==> src/rtl/stream_sink_check.sv <==
// stream_sink_check
//   Receive-side checker for the byte source generator. It terminates an
//   8-bit valid/ready byte stream and throttles it through ready. It
//   regenerates the transmit pattern locally, which is either a constant
//   byte or a dual-LFSR PRBS. It locks onto the incoming stream and then
//   accumulates byte, bit-error and loss-of-lock statistics for BER
//   measurement.
//
// Ports
//   aclk         clock
//   reset_n      asynchronous active-low reset
//   en           sink enable; ready drops the cycle after en goes low
//   clear        synchronous pulse that zeroes all statistics counters
//   data[7:0]    received byte, sampled only on a transfer
//   valid        data qualifier
//   ready        sink can accept; a transfer is valid & ready
//   locked       high while in the LOCKED state
//   err_pulse    one-cycle pulse per errored byte accepted while locked
//   byte_cnt     bytes accepted while locked (saturating)
//   bit_err_cnt  bit errors seen while locked (saturating)
//   loss_cnt     number of LOCKED->SEARCH transitions (saturating)
module stream_sink_check #(
  parameter int          PATTERN_MODE = 1,
  parameter logic [7:0]  CONST_BYTE   = 8'hAA,
  parameter logic [15:0] SEED16       = 16'hACE1,
  parameter logic [31:0] SEED32       = 32'hDEADBEEF,
  parameter int          SYNC_LEN     = 4,
  parameter int          LOSS_THR     = 8,
  parameter int          READY_DIV    = 1
) (
  input  logic        aclk,
  input  logic        reset_n,
  input  logic        en,
  input  logic        clear,
  input  logic [7:0]  data,
  input  logic        valid,
  output logic        ready,
  output logic        locked,
  output logic        err_pulse,
  output logic [31:0] byte_cnt,
  output logic [31:0] bit_err_cnt,
  output logic [15:0] loss_cnt
);

  localparam int TW = (READY_DIV > 1) ? $clog2(READY_DIV) : 1;
  localparam logic [TW-1:0] THR_LAST = TW'(READY_DIV - 1);
  localparam int CMAX = (SYNC_LEN > LOSS_THR) ? SYNC_LEN : LOSS_THR;
  localparam int CW = $clog2(CMAX + 1);
  localparam logic [CW-1:0] SYNC_C = CW'(SYNC_LEN);
  localparam logic [CW-1:0] LOSS_C = CW'(LOSS_THR);

  typedef enum logic [1:0] {
    ST_SEARCH = 2'd0,
    ST_SYNC   = 2'd1,
    ST_LOCKED = 2'd2
  } state_t;

  function automatic logic [15:0] lfsr16_step(input logic [15:0] s);
    return {s[14:0], s[15] ^ s[13] ^ s[12] ^ s[10]};
  endfunction

  function automatic logic [31:0] lfsr32_step(input logic [31:0] s);
    return {s[30:0], s[31] ^ s[21] ^ s[1] ^ s[0]};
  endfunction

  // Throttle: ready is registered and goes high one cycle after the
  // divider counter sits at zero.
  logic [TW-1:0] thr_cnt_reg;
  logic          ready_reg;

  always_ff @(posedge aclk or negedge reset_n) begin
    if (!reset_n) begin
      thr_cnt_reg <= '0;
      ready_reg   <= 1'b0;
    end else if (en) begin
      ready_reg   <= (thr_cnt_reg == '0);
      thr_cnt_reg <= (thr_cnt_reg == THR_LAST) ? '0 : thr_cnt_reg + TW'(1);
    end else begin
      ready_reg   <= 1'b0;
      thr_cnt_reg <= '0;
    end
  end

  state_t        state_reg, state_next;
  logic [15:0]   lfsr16_reg, lfsr16_next;
  logic [31:0]   lfsr32_reg, lfsr32_next;
  logic [CW-1:0] match_reg, match_next;
  logic [CW-1:0] miss_reg, miss_next;
  logic          err_reg, err_next;
  logic [31:0]   byte_cnt_reg, byte_cnt_next;
  logic [31:0]   bit_err_reg, bit_err_next;
  logic [15:0]   loss_reg, loss_next;

  logic          xfer;
  logic [7:0]    exp_byte;
  logic [7:0]    diff;
  logic          hit;
  logic [3:0]    nerr;
  logic [32:0]   be_sum;

  assign xfer     = valid & ready_reg;
  assign exp_byte = (PATTERN_MODE != 0) ? (lfsr16_reg[7:0] ^ lfsr32_reg[15:8]) : CONST_BYTE;
  assign diff     = data ^ exp_byte;
  assign hit      = (diff == 8'd0);
  assign nerr     = 4'($countones(diff));
  // One extra bit catches overflow so the error count can saturate.
  assign be_sum   = {1'b0, bit_err_reg} + {29'd0, nerr};

  always_comb begin
    state_next    = state_reg;
    lfsr16_next   = lfsr16_reg;
    lfsr32_next   = lfsr32_reg;
    match_next    = match_reg;
    miss_next     = miss_reg;
    err_next      = 1'b0;
    byte_cnt_next = byte_cnt_reg;
    bit_err_next  = bit_err_reg;
    loss_next     = loss_reg;

    if (xfer) begin
      case (state_reg)
        ST_SEARCH: begin
          // On a mismatch the LFSRs are already at the seed, so nothing moves.
          if (hit) begin
            lfsr16_next = lfsr16_step(lfsr16_reg);
            lfsr32_next = lfsr32_step(lfsr32_reg);
            if (SYNC_LEN <= 1) begin
              state_next = ST_LOCKED;
              match_next = '0;
              miss_next  = '0;
            end else begin
              state_next = ST_SYNC;
              match_next = CW'(1);
            end
          end
        end
        ST_SYNC: begin
          if (hit) begin
            lfsr16_next = lfsr16_step(lfsr16_reg);
            lfsr32_next = lfsr32_step(lfsr32_reg);
            if ((match_reg + CW'(1)) == SYNC_C) begin
              state_next = ST_LOCKED;
              match_next = '0;
              miss_next  = '0;
            end else begin
              match_next = match_reg + CW'(1);
            end
          end else begin
            // The offending byte is not retried against the seed.
            lfsr16_next = SEED16;
            lfsr32_next = SEED32;
            match_next  = '0;
            state_next  = ST_SEARCH;
          end
        end
        ST_LOCKED: begin
          lfsr16_next   = lfsr16_step(lfsr16_reg);
          lfsr32_next   = lfsr32_step(lfsr32_reg);
          byte_cnt_next = (&byte_cnt_reg) ? byte_cnt_reg : byte_cnt_reg + 32'd1;
          bit_err_next  = be_sum[32] ? '1 : be_sum[31:0];
          if (!hit) begin
            err_next = 1'b1;
            if ((miss_reg + CW'(1)) == LOSS_C) begin
              // The beat that trips the threshold is still counted above.
              lfsr16_next = SEED16;
              lfsr32_next = SEED32;
              miss_next   = '0;
              loss_next   = (&loss_reg) ? loss_reg : loss_reg + 16'd1;
              state_next  = ST_SEARCH;
            end else begin
              miss_next = miss_reg + CW'(1);
            end
          end else begin
            miss_next = '0;
          end
        end
        default: state_next = ST_SEARCH;
      endcase
    end

    // clear outranks a coincident locked beat; only the statistics are lost.
    if (clear) begin
      byte_cnt_next = '0;
      bit_err_next  = '0;
      loss_next     = '0;
    end
  end

  always_ff @(posedge aclk or negedge reset_n) begin
    if (!reset_n) begin
      state_reg    <= ST_SEARCH;
      lfsr16_reg   <= SEED16;
      lfsr32_reg   <= SEED32;
      match_reg    <= '0;
      miss_reg     <= '0;
      err_reg      <= 1'b0;
      byte_cnt_reg <= '0;
      bit_err_reg  <= '0;
      loss_reg     <= '0;
    end else begin
      state_reg    <= state_next;
      lfsr16_reg   <= lfsr16_next;
      lfsr32_reg   <= lfsr32_next;
      match_reg    <= match_next;
      miss_reg     <= miss_next;
      err_reg      <= err_next;
      byte_cnt_reg <= byte_cnt_next;
      bit_err_reg  <= bit_err_next;
      loss_reg     <= loss_next;
    end
  end

  assign ready       = ready_reg;
  assign locked      = (state_reg == ST_LOCKED);
  assign err_pulse   = err_reg;
  assign byte_cnt    = byte_cnt_reg;
  assign bit_err_cnt = bit_err_reg;
  assign loss_cnt    = loss_reg;

endmodule

==> config.mk <==
export PLATFORM = sky130hd
export DESIGN_NAME = stream_sink_check
export DESIGN_NICKNAME = d
export VERILOG_FILES = /design/src/rtl/stream_sink_check.sv
export SDC_FILE = /design/constraint.sdc
export NUM_CORES = 1
export LEC_CHECK = 0
export CELL_PAD_IN_SITES_DETAIL_PLACEMENT = 0
export CELL_PAD_IN_SITES_GLOBAL_PLACEMENT = 1
export CORE_UTILIZATION = 53
export DETAILED_ROUTE_END_ITERATION = 6
export DONT_BUFFER_PORTS = 1
export PLACE_DENSITY_LB_ADDON = 0.1
export SYNTH_ARGS = -nofsm -noshare
export SYNTH_HDL_FRONTEND = slang
export SYNTH_SLANG_ARGS = --single-unit
==> constraint.sdc <==
create_clock -name aclk -period 7.7 [get_ports aclk]
set_clock_uncertainty 0.2 [all_clocks]
set_input_delay 1.54 -clock aclk [delete_from_list [all_inputs] [get_ports aclk]]
set_output_delay 1.54 -clock aclk [all_outputs]
set_load 0.1 [all_outputs]
---- After elaboration in Yosys (flattened, before gate mapping) ----
Cells that the tools add are included.
cells by class
  $add $sub $neg .......................... 13
  reduce and logical (&&, ||, !) cells .... 17
  muxes and demuxes ....................... 45
  bitwise gates (word level) .............. 10
  equality and inequality tests ........... 13
operators by type and width
  operator                                        number
  2-to-1 mux 32 bit                               12
  2-to-1 mux 16 bit                               10
  one-hot mux 32 bit (3 select lines)             1
  one-hot mux 16 bit (3 select lines)             1
  adder 32 x 4 -> 33 bit                          1
  adder 32 x 1 -> 32 bit (second input constant)  1
  AND reduction 32 bit                            1
  2-to-1 mux 4 bit                                7
  adder 16 x 1 -> 16 bit (second input constant)  1
  one-hot mux 4 bit (2 select lines)              2
  AND reduction 16 bit                            1
  bitwise XOR 8 bit                               2
  inequality test 2 bit (second input constant)   7
  2-to-1 mux 2 bit                                5
  AND reduction 5 bit                             2
  nonzero test 2 bit                              5
  AND reduction 3 bit                             3
  adder 1 x 1 -> 2 bit                            4
  adder 4 x 1 -> 4 bit (second input constant)    2
  logical NOT 8 bit                               1
  adder 2 x 2 -> 3 bit                            2
  2-to-1 mux 1 bit                                6
  one-hot mux 2 bit (3 select lines)              1
  bitwise XOR 1 bit                               6
  14 further kinds                                14
word-level totals
  input port bits ......................... 13
  logic and storage cells ................. 109
  output and inout port bits .............. 83
  register bits after elaboration ......... 141

---- Depth between registers and ports, before layout ----
  word-level depth ........................ 10
  gate-level depth with buffers ........... 14
  depth with buffers taken out ............ 13

---- Worst setup path after synthesis ----
No wires, ideal clock.
  path type ............................... input -> register
  start ................................... in data[2]
  end ..................................... reg bit_err_reg[9], in the netlist bit_err_cnt[9]
  setup slack ............................. 2.198 ns
  path buffers ............................ 0
  arrival ................................. 5.198 ns
  setup time .............................. 0.104 ns
  stages .................................. 13
  cell sequence ........................... xnor3_2 -> fa_1 -> fa_1 -> fa_1 -> fa_1 -> inv_1 -> fa_1 -> a21o_1 -> a21oi_1 -> nor4_2 -> a21oi_1 -> and2_1 -> a221oi_1
between the ends
  word-level cells in the longest chain between the ends .. 9
RTL lines
  item                                        RTL line  RTL
  start: declaration                          35        input logic [7:0] data,
  bitwise XOR 8 bit                           103       assign diff = data ^ exp_byte;
  adder 1 x 1 -> 2 bit (not written as such)  105       assign nerr = 4'($countones(diff));
  adder 2 x 2 -> 3 bit (not written as such)  105
  adder 3 x 3 -> 4 bit (not written as such)  105
  adder 32 x 4 -> 33 bit                      107       assign be_sum = {1'b0, bit_err_reg} + {29'd0, nerr};
  2-to-1 mux 32 bit                           160       bit_err_next = be_sum[32] ? '1 : be_sum[31:0];
  2-to-1 mux 32 bit                           121       case (state_reg)
  2-to-1 mux 32 bit                           120       if (xfer) begin
  2-to-1 mux 32 bit                           182       if (clear) begin
  end signal: assignment                      208       bit_err_reg <= bit_err_next;
  end: declaration                            91        logic [31:0] bit_err_reg, bit_err_next;
Every way passes these cells. The select of a mux whose other input is x is not followed.
A chain may end at the register's enable or synchronous reset.

---- Worst setup path after layout ----
  start ................................... in data[0]
  end ..................................... reg bit_err_reg[11], in the netlist bit_err_cnt[11]
Same word-level chain as after synthesis.

==> results.txt <==
post-synthesis instance area = 7641 sq um
Setup Buffers After CTS = 0
Netlist cell types = 62
die height = 122.1 microns
Sink Count = 140
met1 GRT Util = 0.3583
Core ar. = 13990 sq um
Achievable Freq = 175.8 MHz
largest net degree at the start of global routing = 141
met3 Usage GRT = 0.06788
Max VDD drop = 0.1899 mV
die span in x = 122.1 microns
Hold WS = 280.5 ps
RePlAce Congestion = 0.8503
fin crit share = 0.7386
kind of critical path = in2reg
I/O Buffers = 0
H-Tree Depth = 4
Slew headroom = 0.2264
Initial DRT Pass Iterations = 6
layout cell share with drive strength beyond 1 = 0.1042
initial antenna violation count = 0
diodes inserted = 0
Area Overhead vs Synth = 9.563%
Leakage Power = 0.003379 uW
hold_buf cts = 0
Ports = 96
synthesized area per cell = 9.468 sq um
Critical Path RT = 7790 ps
M2 GR Usage = 0.4008
Filler cells = 1187
CTS Buf Count = 17
RSZ-0062 raised after global routing = no
Total Wirelength = 18250 microns
Reg clk slew, reported paths = 60 ps
Hold WC Path Type = reg2reg
FFs w/ async S/R, synth = 1.000
critical path arrival = 5770 ps
run status = finished clean
gr usage total = 0.2619
TNS Setup = 0 ps
hold depth = 2
nature of the critical path endpoint = flop
post-synthesis net count = 840
DIE AREA = 14900 sq um
Post-DRT Antenna Nets = 0
Reg2Reg Depth = 13
Clock Latency Late Sink = 420 ps
GRT busiest layer = met2
register area share after synthesis = 0.4637
CTS Root Buffer Type = clkbuf_16
Max-cap violations = 0
DR iter-0 viols = 493
vias = 6105
vias in the first global route = 5960
nets = 826
Cells after Synth = 807
Worst Tran Pin Value = 1152 ps
WL/cell = 18.51 microns
Tmin final = 5687 ps
Crit Path Max Fanout = 9
final setup vio count = 0
# DRC = 0
row cnt = 43
CTS tree = done
Synth area leaders = dfrtp_1 35%, dfstp_2 11%, a21oi_1 4.1%
# resized after CTS = 0
Hold Fails Final Rpt = 0
GRT overflow = 0
mean number of vias per cell = 6.192
first-pass GRT wire length = 30430 microns
Starting Density = 0.5462
Final Max Slew Viols = 0
Post-synth top flop = dfrtp_1
share of the synthesized area in the top cell type = 0.3537
Post-synth EDFFs = 0
flop and latch count out of synthesis = 140
clock buffer depth = 2
Startpoint Class = primary input
Synth area leader = dfrtp_1
yosys warns = 0
Power per Cell Area = 193.5 nW/um^2
DP HPWL = 12060 microns
worst paths after layout:
check                      slack, ps               to           start
min in group asynchronous        610      loss_cnt[4]         reset_n
min reg2reg                      280   lfsr16_reg[11]  lfsr16_reg[11]
min                              280   lfsr16_reg[11]  lfsr16_reg[11]
max reg2reg                     2150  bit_err_cnt[11]  bit_err_cnt[0]
max in group asynchronous       6400   lfsr32_reg[27]         reset_n
max                             2010  bit_err_cnt[11]         data[0]
area by class of cell:
type | count | area, sq um | area share
Tap cell | 180 | 225.2 | 0.02690
Clock buffer | 23 | 499.2 | 0.05963
Timing Repair Buffer | 4 | 30.03 | 0.003587
Multi-Input combinational cell | 600 | 3852 | 0.4602
Sequential cell | 140 | 3543 | 0.4233
Clock inverter | 9 | 108.9 | 0.01300
Inverter | 30 | 112.6 | 0.01345
where the power goes:
part	switching, uW	total [uW]	internal, uW	leakage (uW)
Sequential	3.02	741	738	0.00183
Clock	315	837	522	0.000287
Combinational	25.2	42.0	16.8	0.00126
per-layer routing:
metal / vias to the layer above / share of wire
li1: 2874 / -
met1: 3045 / 0.45
met2: 165 / 0.48
met3: 21 / 0.059
met4: 0 / 0.013
met5: - / 0
synth_stat cells, types with 16 or more instances:
| library cell | number |
|---|---|
| nor3_1 | 29 |
| xor2_1 | 16 |
| inv_1 | 30 |
| dfrtp_1 | 108 |
| and3_1 | 21 |
| a21oi_1 | 62 |
| nand4_1 | 17 |
| o21ai_0 | 57 |
| a22o_1 | 16 |
| nand2_1 | 79 |
| nand3_1 | 40 |
| dfstp_2 | 32 |
| nor2_1 | 68 |
| clkbuf_1 | 30 |
| xnor2_1 | 26 |
critical path: stages:
cell      delay (ps)
xnor3_1          250
fa_1             540
fa_1             430
fa_1             510
fa_1             190
inv_1             60
fa_1             400
a21o_1           200
a21oi_1          440
nor4_2           180
a21oi_1          630
and2_1           280
a221oi_1         110
cells in the final DEF, fill, tap and decap left out, types with 11 or more instances in the layout:
master     Yosys  final
and2_1        11     11
ha_1          15     15
nor3_1        29     29
xnor2_1       26     26
xor2_1        16     16
inv_1         30     30
dfrtp_1      108    108
nor2_1        68     68
and3_1        21     21
a31oi_1       12     12
a22o_1        16     16
clkbuf_16      0     18
a21oi_1       62     61
nand3_1       40     40
nand4_1       17     17
dfstp_2       32     32
nand2_1       79     79
o21ai_0       57     57
kinds of logic after synthesis:
group           count (synthesis)  synth area share
flops                         140            0.4637
simple gates                  320            0.2160
mux                            10           0.01326
compound gates                200            0.1633
buf+inv                        67           0.03406
fa+ha+maj                      20           0.03766
xor+xnor                       50           0.07205
through the flow:
step                      instances  utilization  total power, uW  setup WS (ps)  instance area [sq um]
after global routing            986       0.5985             1675           1742                   8372
final                           986       0.5985             1620           2013                   8372
after detailed placement        954       0.5550            795.3           1654                   7764
after CTS                       986       0.5985             1637           2048                   8372
after global placement          954       0.5550            793.9           1758                   7764
after floorplan                 807            -            790.7           2198                   7641
Note: power is estimated with default switching activity, not from simulation.
